$ cat src/rtl/key_entry_ctrl.sv
`default_nettype none
// ============================================================================
// Module   : key_entry_ctrl
// Brief    : Turns PS/2 set-2 scan codes into a multi-digit BCD value with
//            backspace, escape, inactivity timeout and a valid/ack commit.
// Revision : 1.0 - initial release
// ============================================================================
module key_entry_ctrl #(
    parameter int DIGITS      = 4,
    parameter int TIMEOUT_CYC = 300000000
) (
    input  logic                clk,
    input  logic                reset,
    input  logic                enable,
    input  logic                rx_done_tick,
    input  logic [7:0]          scan_code,
    input  logic                val_ack,
    output logic [4*DIGITS-1:0] val_data,
    output logic                val_valid,
    output logic [4*DIGITS-1:0] entry_buf,
    output logic [3:0]          digit_count,
    output logic                err_pulse,
    output logic                timeout_pulse
);

    localparam int          c_W        = 4 * DIGITS;
    localparam logic [3:0]  c_DIGITS   = 4'(DIGITS);
    localparam logic [31:0] c_TMO_LAST = 32'(TIMEOUT_CYC - 1);

    localparam logic [7:0] c_BRK   = 8'hF0;
    localparam logic [7:0] c_EXT   = 8'hE0;
    localparam logic [7:0] c_BKSP  = 8'h66;
    localparam logic [7:0] c_ESC   = 8'h76;
    localparam logic [7:0] c_ENTER = 8'h5A;

    typedef enum logic [1:0] {
        S_IDLE    = 2'd0,
        S_COLLECT = 2'd1,
        S_HOLD    = 2'd2
    } state_t;

    state_t          r_state, w_state_nxt;
    logic            r_brk_f, w_brk_nxt;
    logic            r_ext_f, w_ext_nxt;
    logic [c_W-1:0]  r_entry_buf, w_buf_nxt;
    logic [3:0]      r_count, w_count_nxt;
    logic [c_W-1:0]  r_val_data, w_val_data_nxt;
    logic            r_val_valid, w_val_valid_nxt;
    logic            r_err, w_err_nxt;
    logic            r_tmo, w_tmo_nxt;
    logic [31:0]     r_timer, w_timer_nxt;

    logic            w_is_digit;
    logic [3:0]      w_bcd;

    // Map a make code to its BCD digit value, flagging non-digit codes.
    always_comb begin
        w_is_digit = 1'b1;
        w_bcd      = 4'd0;
        case (scan_code)
            8'h45:   w_bcd = 4'd0;
            8'h16:   w_bcd = 4'd1;
            8'h1E:   w_bcd = 4'd2;
            8'h26:   w_bcd = 4'd3;
            8'h25:   w_bcd = 4'd4;
            8'h2E:   w_bcd = 4'd5;
            8'h36:   w_bcd = 4'd6;
            8'h3D:   w_bcd = 4'd7;
            8'h3E:   w_bcd = 4'd8;
            8'h46:   w_bcd = 4'd9;
            default: w_is_digit = 1'b0;
        endcase
    end

    // Next-state and next-output logic; enable low overrides every event.
    always_comb begin
        w_state_nxt     = r_state;
        w_brk_nxt       = r_brk_f;
        w_ext_nxt       = r_ext_f;
        w_buf_nxt       = r_entry_buf;
        w_count_nxt     = r_count;
        w_val_data_nxt  = r_val_data;
        w_val_valid_nxt = r_val_valid;
        w_err_nxt       = 1'b0;
        w_tmo_nxt       = 1'b0;
        w_timer_nxt     = r_timer;

        if (!enable) begin
            w_state_nxt     = S_IDLE;
            w_brk_nxt       = 1'b0;
            w_ext_nxt       = 1'b0;
            w_buf_nxt       = '0;
            w_count_nxt     = 4'd0;
            w_val_valid_nxt = 1'b0;
            w_timer_nxt     = 32'd0;
        end else begin
            case (r_state)
                S_IDLE: begin
                    w_state_nxt = S_COLLECT;
                    w_timer_nxt = 32'd0;
                end

                S_COLLECT: begin
                    if (rx_done_tick) begin
                        // Any key activity restarts the idle timer, even in the timeout cycle.
                        w_timer_nxt = 32'd0;
                        if (scan_code == c_BRK) begin
                            w_brk_nxt = 1'b1;
                        end else if (scan_code == c_EXT) begin
                            w_ext_nxt = 1'b1;
                        end else if (r_brk_f || r_ext_f) begin
                            // Byte following a prefix is swallowed, never decoded.
                            w_brk_nxt = 1'b0;
                            w_ext_nxt = 1'b0;
                        end else if (w_is_digit) begin
                            if (r_count < c_DIGITS) begin
                                w_buf_nxt      = r_entry_buf << 4;
                                w_buf_nxt[3:0] = w_bcd;
                                w_count_nxt    = r_count + 4'd1;
                            end else begin
                                w_err_nxt = 1'b1;
                            end
                        end else if (scan_code == c_BKSP) begin
                            if (r_count != 4'd0) begin
                                w_buf_nxt   = r_entry_buf >> 4;
                                w_count_nxt = r_count - 4'd1;
                            end else begin
                                w_err_nxt = 1'b1;
                            end
                        end else if (scan_code == c_ESC) begin
                            w_buf_nxt   = '0;
                            w_count_nxt = 4'd0;
                        end else if (scan_code == c_ENTER) begin
                            if (r_count != 4'd0) begin
                                w_val_data_nxt  = r_entry_buf;
                                w_val_valid_nxt = 1'b1;
                                w_state_nxt     = S_HOLD;
                            end else begin
                                w_err_nxt = 1'b1;
                            end
                        end else begin
                            w_err_nxt = 1'b1;
                        end
                    end else if (r_count == 4'd0) begin
                        w_timer_nxt = 32'd0;
                    end else if (r_timer == c_TMO_LAST) begin
                        w_buf_nxt   = '0;
                        w_count_nxt = 4'd0;
                        w_tmo_nxt   = 1'b1;
                        w_timer_nxt = 32'd0;
                    end else begin
                        w_timer_nxt = r_timer + 32'd1;
                    end
                end

                S_HOLD: begin
                    w_timer_nxt = 32'd0;
                    // Only prefix tracking happens here; make codes are dropped silently.
                    if (rx_done_tick) begin
                        if (scan_code == c_BRK) begin
                            w_brk_nxt = 1'b1;
                        end else if (scan_code == c_EXT) begin
                            w_ext_nxt = 1'b1;
                        end else begin
                            w_brk_nxt = 1'b0;
                            w_ext_nxt = 1'b0;
                        end
                    end
                    if (val_ack) begin
                        w_val_valid_nxt = 1'b0;
                        w_buf_nxt       = '0;
                        w_count_nxt     = 4'd0;
                        w_state_nxt     = S_COLLECT;
                    end
                end

                default: begin
                    w_state_nxt = S_IDLE;
                end
            endcase
        end
    end

    // State register.
    always_ff @(posedge clk or posedge reset) begin
        if (reset) begin
            r_state <= S_IDLE;
        end else begin
            r_state <= w_state_nxt;
        end
    end

    // Datapath, flag and output registers.
    always_ff @(posedge clk or posedge reset) begin
        if (reset) begin
            r_brk_f     <= 1'b0;
            r_ext_f     <= 1'b0;
            r_entry_buf <= '0;
            r_count     <= 4'd0;
            r_val_data  <= '0;
            r_val_valid <= 1'b0;
            r_err       <= 1'b0;
            r_tmo       <= 1'b0;
            r_timer     <= 32'd0;
        end else begin
            r_brk_f     <= w_brk_nxt;
            r_ext_f     <= w_ext_nxt;
            r_entry_buf <= w_buf_nxt;
            r_count     <= w_count_nxt;
            r_val_data  <= w_val_data_nxt;
            r_val_valid <= w_val_valid_nxt;
            r_err       <= w_err_nxt;
            r_tmo       <= w_tmo_nxt;
            r_timer     <= w_timer_nxt;
        end
    end

    assign val_data      = r_val_data;
    assign val_valid     = r_val_valid;
    assign entry_buf     = r_entry_buf;
    assign digit_count   = r_count;
    assign err_pulse     = r_err;
    assign timeout_pulse = r_tmo;

endmodule
`default_nettype wire
$ cat config.mk
export PLATFORM = sky130hd
export DESIGN_NAME = key_entry_ctrl
export DESIGN_NICKNAME = d
export VERILOG_FILES = /design/src/rtl/key_entry_ctrl.sv
export SDC_FILE = /design/constraint.sdc
export NUM_CORES = 1
export LEC_CHECK = 0
export BUFFER_PORTS_ARGS = -buffer_cell sky130_fd_sc_hd__clkbuf_2
export CELL_PAD_IN_SITES_DETAIL_PLACEMENT = 1
export CELL_PAD_IN_SITES_GLOBAL_PLACEMENT = 1
export CORE_ASPECT_RATIO = 0.9
export CORE_MARGIN = 1.5
export CORE_UTILIZATION = 45
export DETAILED_ROUTE_END_ITERATION = 8
export GPL_TIMING_DRIVEN = 0
export MAX_ROUTING_LAYER = met4
export PLACE_DENSITY = 0.83
export SKIP_CTS_REPAIR_TIMING = 1
export SLEW_MARGIN = 40
export SYNTH_ARGS = -nofsm -noshare
export SYNTH_HDL_FRONTEND = slang
export SYNTH_SLANG_ARGS = --single-unit
$ cat constraint.sdc
create_clock -name clk -period 3.54 [get_ports clk]
set_input_delay 0.177 -clock clk [delete_from_list [all_inputs] [get_ports clk]]
set_output_delay 0.177 -clock clk [all_outputs]
set_load 0.01 [all_outputs]
After elaboration in Yosys (flattened, before gate mapping)
Index checks and enable logic that the tools add are counted.

Register bits: 75. Logic and storage cells: 169. Bits of input ports: 13. Output and inout port bits: 39.

Bitwise operators: 6. Magnitude comparators: 1. Equality and inequality tests: 44. Reduce and logical (&&, ||, !) cells: 12. Add/sub/neg operators: 3. Muxes and demuxes: 93.

Operators by type and width (count): $mux 16 (13); $mux 32 (4); $pmux 32 s2 (1); $mux 4 (13); $eq 8x6->1 const B (6); $mux 1 (44); $eq 8x7->1 const B (5); $ne 3x3->1 const B (12); $ne 4x4->1 const B (9); $pmux 4 s9 (1); $add 32x1->32 const B (1); $eq 32x29->1 const B (1); $pmux 16 s2 (1); $mux 2 (11); $reduce_and 11->1 (2); $reduce_and 10->1 (2); $eq 8x5->1 const B (2); $eq 8x8->1 const B (2); $ne 6x6->1 const B (2); $reduce_and 6->1 (2); $reduce_or 10->1 (1); $pmux 4 s2 (1); $not 1->1 (6); $pmux 1 s2 (3); other kinds (14) (14).

Logic depth before layout (Yosys ltp)
Word-level depth: 12. Gate-level depth with buffers: 9. Depth with buffers taken out: 8.

Least setup slack after synthesis
No wires, ideal clock.

Path type: reg2reg. Start: register r_timer[27]. End: register r_count[1], in the netlist digit_count[1]. Data arrival time: 2.350 ns. Slack: 1.065 ns. Buffers on the path: 1. Data required time: 3.415 ns. Cell stages (with the launch flop): 8. Clock period less this slack: 2.475 ns. Setup time: 0.125 ns. Cells stage by stage: dfrtp_1 nor4_2 nand4_1 or4_4 and3_4 a2111o_1 buf_6 mux2_4.

Longest elaborated chain between the ends: 3.

Ends and longest elaborated chain: start, declared (RTL line 51) `logic [31:0] r_timer, w_timer_nxt;`; start signal, assigned (RTL line 214) `r_timer <= w_timer_nxt;`; $eq 32x29->1 (RTL line 146) `end else if (r_timer == c_TMO_LAST) begin`; $ne 4x4->1 (no source line); $reduce_and 10->1 (no source line); end signal, assigned (RTL line 209) `r_count <= w_count_nxt;`; end, declared (RTL line 46) `logic [3:0] r_count, w_count_nxt;`.

Every way passes these cells. A chain may end at the register's enable or synchronous reset.

Worst setup path after layout
Start: register r_count[0], in the netlist digit_count[0]. End: register r_val_data[6], in the netlist val_data[6].

Longest elaborated chain between the ends: 2.

Ends and longest elaborated chain: $reduce_bool 4->1 (RTL line 134) `if (r_count != 4'd0) begin`; $reduce_and 11->1 (no source line); end signal, assigned (RTL line 210) `r_val_data <= w_val_data_nxt;`; end, declared (RTL line 47) `logic [c_W-1:0] r_val_data, w_val_data_nxt;`.

Every way passes these cells.

==> reports/metrics.csv <==
metric,value,unit
max-cap viol count,0,
standard-cell rows,33,
maximum number of buffers from clock root to sink,2,
number of synthesized register bits,75,
number of cells traversed by the worst register-to-register path,7,
GRT Total Usage,0.2468,
Crit. End Element,flip-flop,
Worst R2R End,val_data[6]$_DFFE_PP0P_,
clock transition at the register clock pins on the worst setup and hold paths after CTS,90,ps
worst-case hold path end point,val_valid$_DFFE_PP0P_,
vias in the first global route,3581,
post-DR wirelength/cell,18.37,um
antenna violations before repair,0,
highest attainable clock frequency,337.9,MHz
number of top-level pins,52,
Vias,3345,
part of the Yosys area used for sequential elements,0.4490,
number of port buffers,47,
routability congestion estimate,0.8620,
die area,9877,sq um
RSZ-0062 raised after global routing,false,
number of instances in the synthesized netlist,413,
number of inserted diodes,0,
area added between synthesis and finish,15.92,%
post-layout minimum cycle time,2959,ps
Layout Utilization,0.5335,
initial core utilization,0.4602,
Setup-failing EPs final,0,
total leakage power,2.185,nW
data arrival time of the critical path,3210,ps
CP Launch Type,flip-flop,
share of async-settable or async-resettable flops after synthesis,1.000,
worst path cell trace,"inv_1, ha_1, or3b_2, nor4b_1, nand3_1, buf_2, mux2_2",
largest net degree at the start of global routing,49,
remaining number of nets flagged by the antenna check after routing,0,
cell area after placement,4607,sq um
Sum Neg Setup Slack,0,ps
sinks on the clock net,75,
share of layout cells above drive strength 1,0.2594,
hold path start,val_ack,
count of cell types in the netlist,59,
total standard cell area after synthesis,4180,sq um
drt pass-1 iters,4,
"most common cell after layout, fill and taps aside",dfrtp_1,
final clock skew,15.43,ps
source-to-sink clock delay at the later pin of the worst-skew pair,370,ps
count of endpoints failing hold in the final timing report,0,
slew margin rel.,0.4673,
Least-Margin Pin Slew,792.4,ps
TritonCTS clock tree,yes,
Final Max Tran Viols,0,
Hold WC Path Type,input port to flip-flop,
power density normalized to cell area,361.5,nW/um^2
flip-flop cell with the highest count after synthesis,dfrtp_1,
clock buffers created by TritonCTS,9,
nets,490,
average instance area after synthesis,10.12,sq um
number of H-tree levels,3,
total wire length after detailed routing,11020,um
"top library cells by usage in the layout, fill and taps aside","dfrtp_1, nor2_1, clkbuf_2",
Worst path slowest cell,nor4b_1,
count of cells along the worst hold path,4,
post-synth net total,430,
worst-path fanout max,10,
HPWL after detailed placement,7782,um
area of the core,9084,sq um
total DRC errors in the routed layout,0,
die width,104.6,um
"Worst Path Class, Setup",flip-flop to flip-flop,
Synth Warn #,0,
setup slack of the most critical reg-to-reg path,580,ps
total global routing overflow,0,
via density per instance,5.575,
Post-Layout Inst Area,4846,sq um
post-route worst setup slack,580.9,ps
number of enable flip-flop cells after synthesis,0,
Crit path largest cell delay,630,ps
Detailed Route Iter0 Violations,124,
period utilisation layout,0.8359,
worst reg2reg startpoint,digit_count[0]$_DFFE_PP0P_,
worst voltage drop across the vdd grid,202.6,uV
buffer type at the clock tree root,clkbuf_8,
CP Data Required Time,3790,ps
first-pass GRT wire length,18580,um
outcome,"finished, final reports clean",
power consumption,1.752,mW
Place WS,703.9,ps
height of the die,94.44,um
layout make-up:
type	count	area, sq um
Buffer	20	117.6
Clock buffer	9	123.9
Clock inverter	7	105.1
Fill cell	1074	4238
Inverter	9	38.79
Multi-Input combinational cell	309	2158
Sequential cell	75	1877
Tap cell	122	152.6
Timing Repair Buffer	49	272.8
sequential cells by signal, indices dropped and copies added, names as in the netlist:
name and count:
digit_count 4, err_pulse 1, val_valid 1, r_timer 32, val_data 16, r_brk_f 1
timeout_pulse 1, r_ext_f 1, entry_buf 16, r_state 2
how the worst max path moves through the flow:
stage / depth (start not counted) / endpoint / slack, ps / startpoint
6_report: 7 / val_data[6]$_DFFE_PP0P_ / 580 / digit_count[0]$_DFFE_PP0P_
3_5_place_dp: 7 / val_data[0]$_DFFE_PP0P_ / 700 / digit_count[0]$_DFFE_PP0P_
2_1_floorplan: 7 / digit_count[1]$_DFFE_PP0P_ / 1070 / r_timer[27]$_DFFE_PP0P_
5_1_grt: 7 / val_data[6]$_DFFE_PP0P_ / 470 / digit_count[1]$_DFFE_PP0P_
3_3_place_gp: 2 / r_brk_f$_DFFE_PP0P_ / 590 / reset
4_1_cts: 7 / val_data[6]$_DFFE_PP0P_ / 600 / digit_count[0]$_DFFE_PP0P_
power breakdown:
| group | internal, mW | switching [mW] | total [mW] |
|---|---|---|---|
| combinational | 0.0420 | 0.0744 | 0.116 |
| clock | 0.409 | 0.368 | 0.777 |
| sequential | 0.857 | 0.00124 | 0.859 |
cells by family after synthesis:
| kind of cell | synth area share |
|---|---|
| AOI/OAI and AO/OA | 0.07244 |
| adders and majority gates | 0.01197 |
| and+or+nand+nor | 0.2311 |
| xor gates and xnor gates | 0.07962 |
| buffers and inverters | 0.03621 |
| DFF | 0.4490 |
| muxes | 0.1197 |
critical path: cells and delay by family, from the launching register on:
| family | cells | cell delay [ps] |
|---|---|---|
| adders and majority gates | 1 | 220 |
| buffers and inverters | 2 | 480 |
| DFF | 1 | 430 |
| muxes | 1 | 310 |
| and+or+nand+nor | 3 | 1410 |
per-layer routing:
layer	global-route usage	up-vias	part of all wire
met4	0.06164	0	0.013
met5	-	-	0
met3	0.05107	13	0.031
met1	0.3093	1703	0.47
li1	-	1565	-
met2	0.4134	64	0.49
Yosys cell counts (2+ instances only):
library cell | number | share of area
a21oi_1 | 13 | 0.016
nor4_1 | 3 | 0.0045
clkbuf_1 | 12 | 0.011
xor2_1 | 24 | 0.050
a32oi_1 | 2 | 0.0042
mux2i_1 | 5 | 0.012
buf_2 | 2 | 0.0024
or2_2 | 2 | 0.0030
nand4b_1 | 4 | 0.0084
mux2_2 | 16 | 0.043
or4_1 | 3 | 0.0054
mux2_4 | 18 | 0.065
or3b_2 | 2 | 0.0042
nor2_1 | 55 | 0.049
nand2_1 | 32 | 0.029
nand2b_1 | 5 | 0.0075
buf_6 | 2 | 0.0054
xnor2_1 | 14 | 0.029
nor4bb_1 | 2 | 0.0048
and3_1 | 9 | 0.013
dfrtp_1 | 75 | 0.45
nand3_1 | 23 | 0.028
and2b_2 | 2 | 0.0042
nor2b_1 | 7 | 0.010
nor3b_1 | 3 | 0.0054
o211ai_1 | 2 | 0.0036
nand4_1 | 8 | 0.012
inv_1 | 9 | 0.0081
nor3_1 | 8 | 0.0096
o21ai_0 | 19 | 0.023
ha_1 | 4 | 0.012
stage by stage:
step,hold WS [ps],std cells
after floorplan,388.2,413
after global placement,486.3,582
after detailed placement,164.8,583
after CTS,-225.0,599
after global routing,206.8,600
final,183.5,600
No activity file was read; power rests on OpenSTA's default activity.
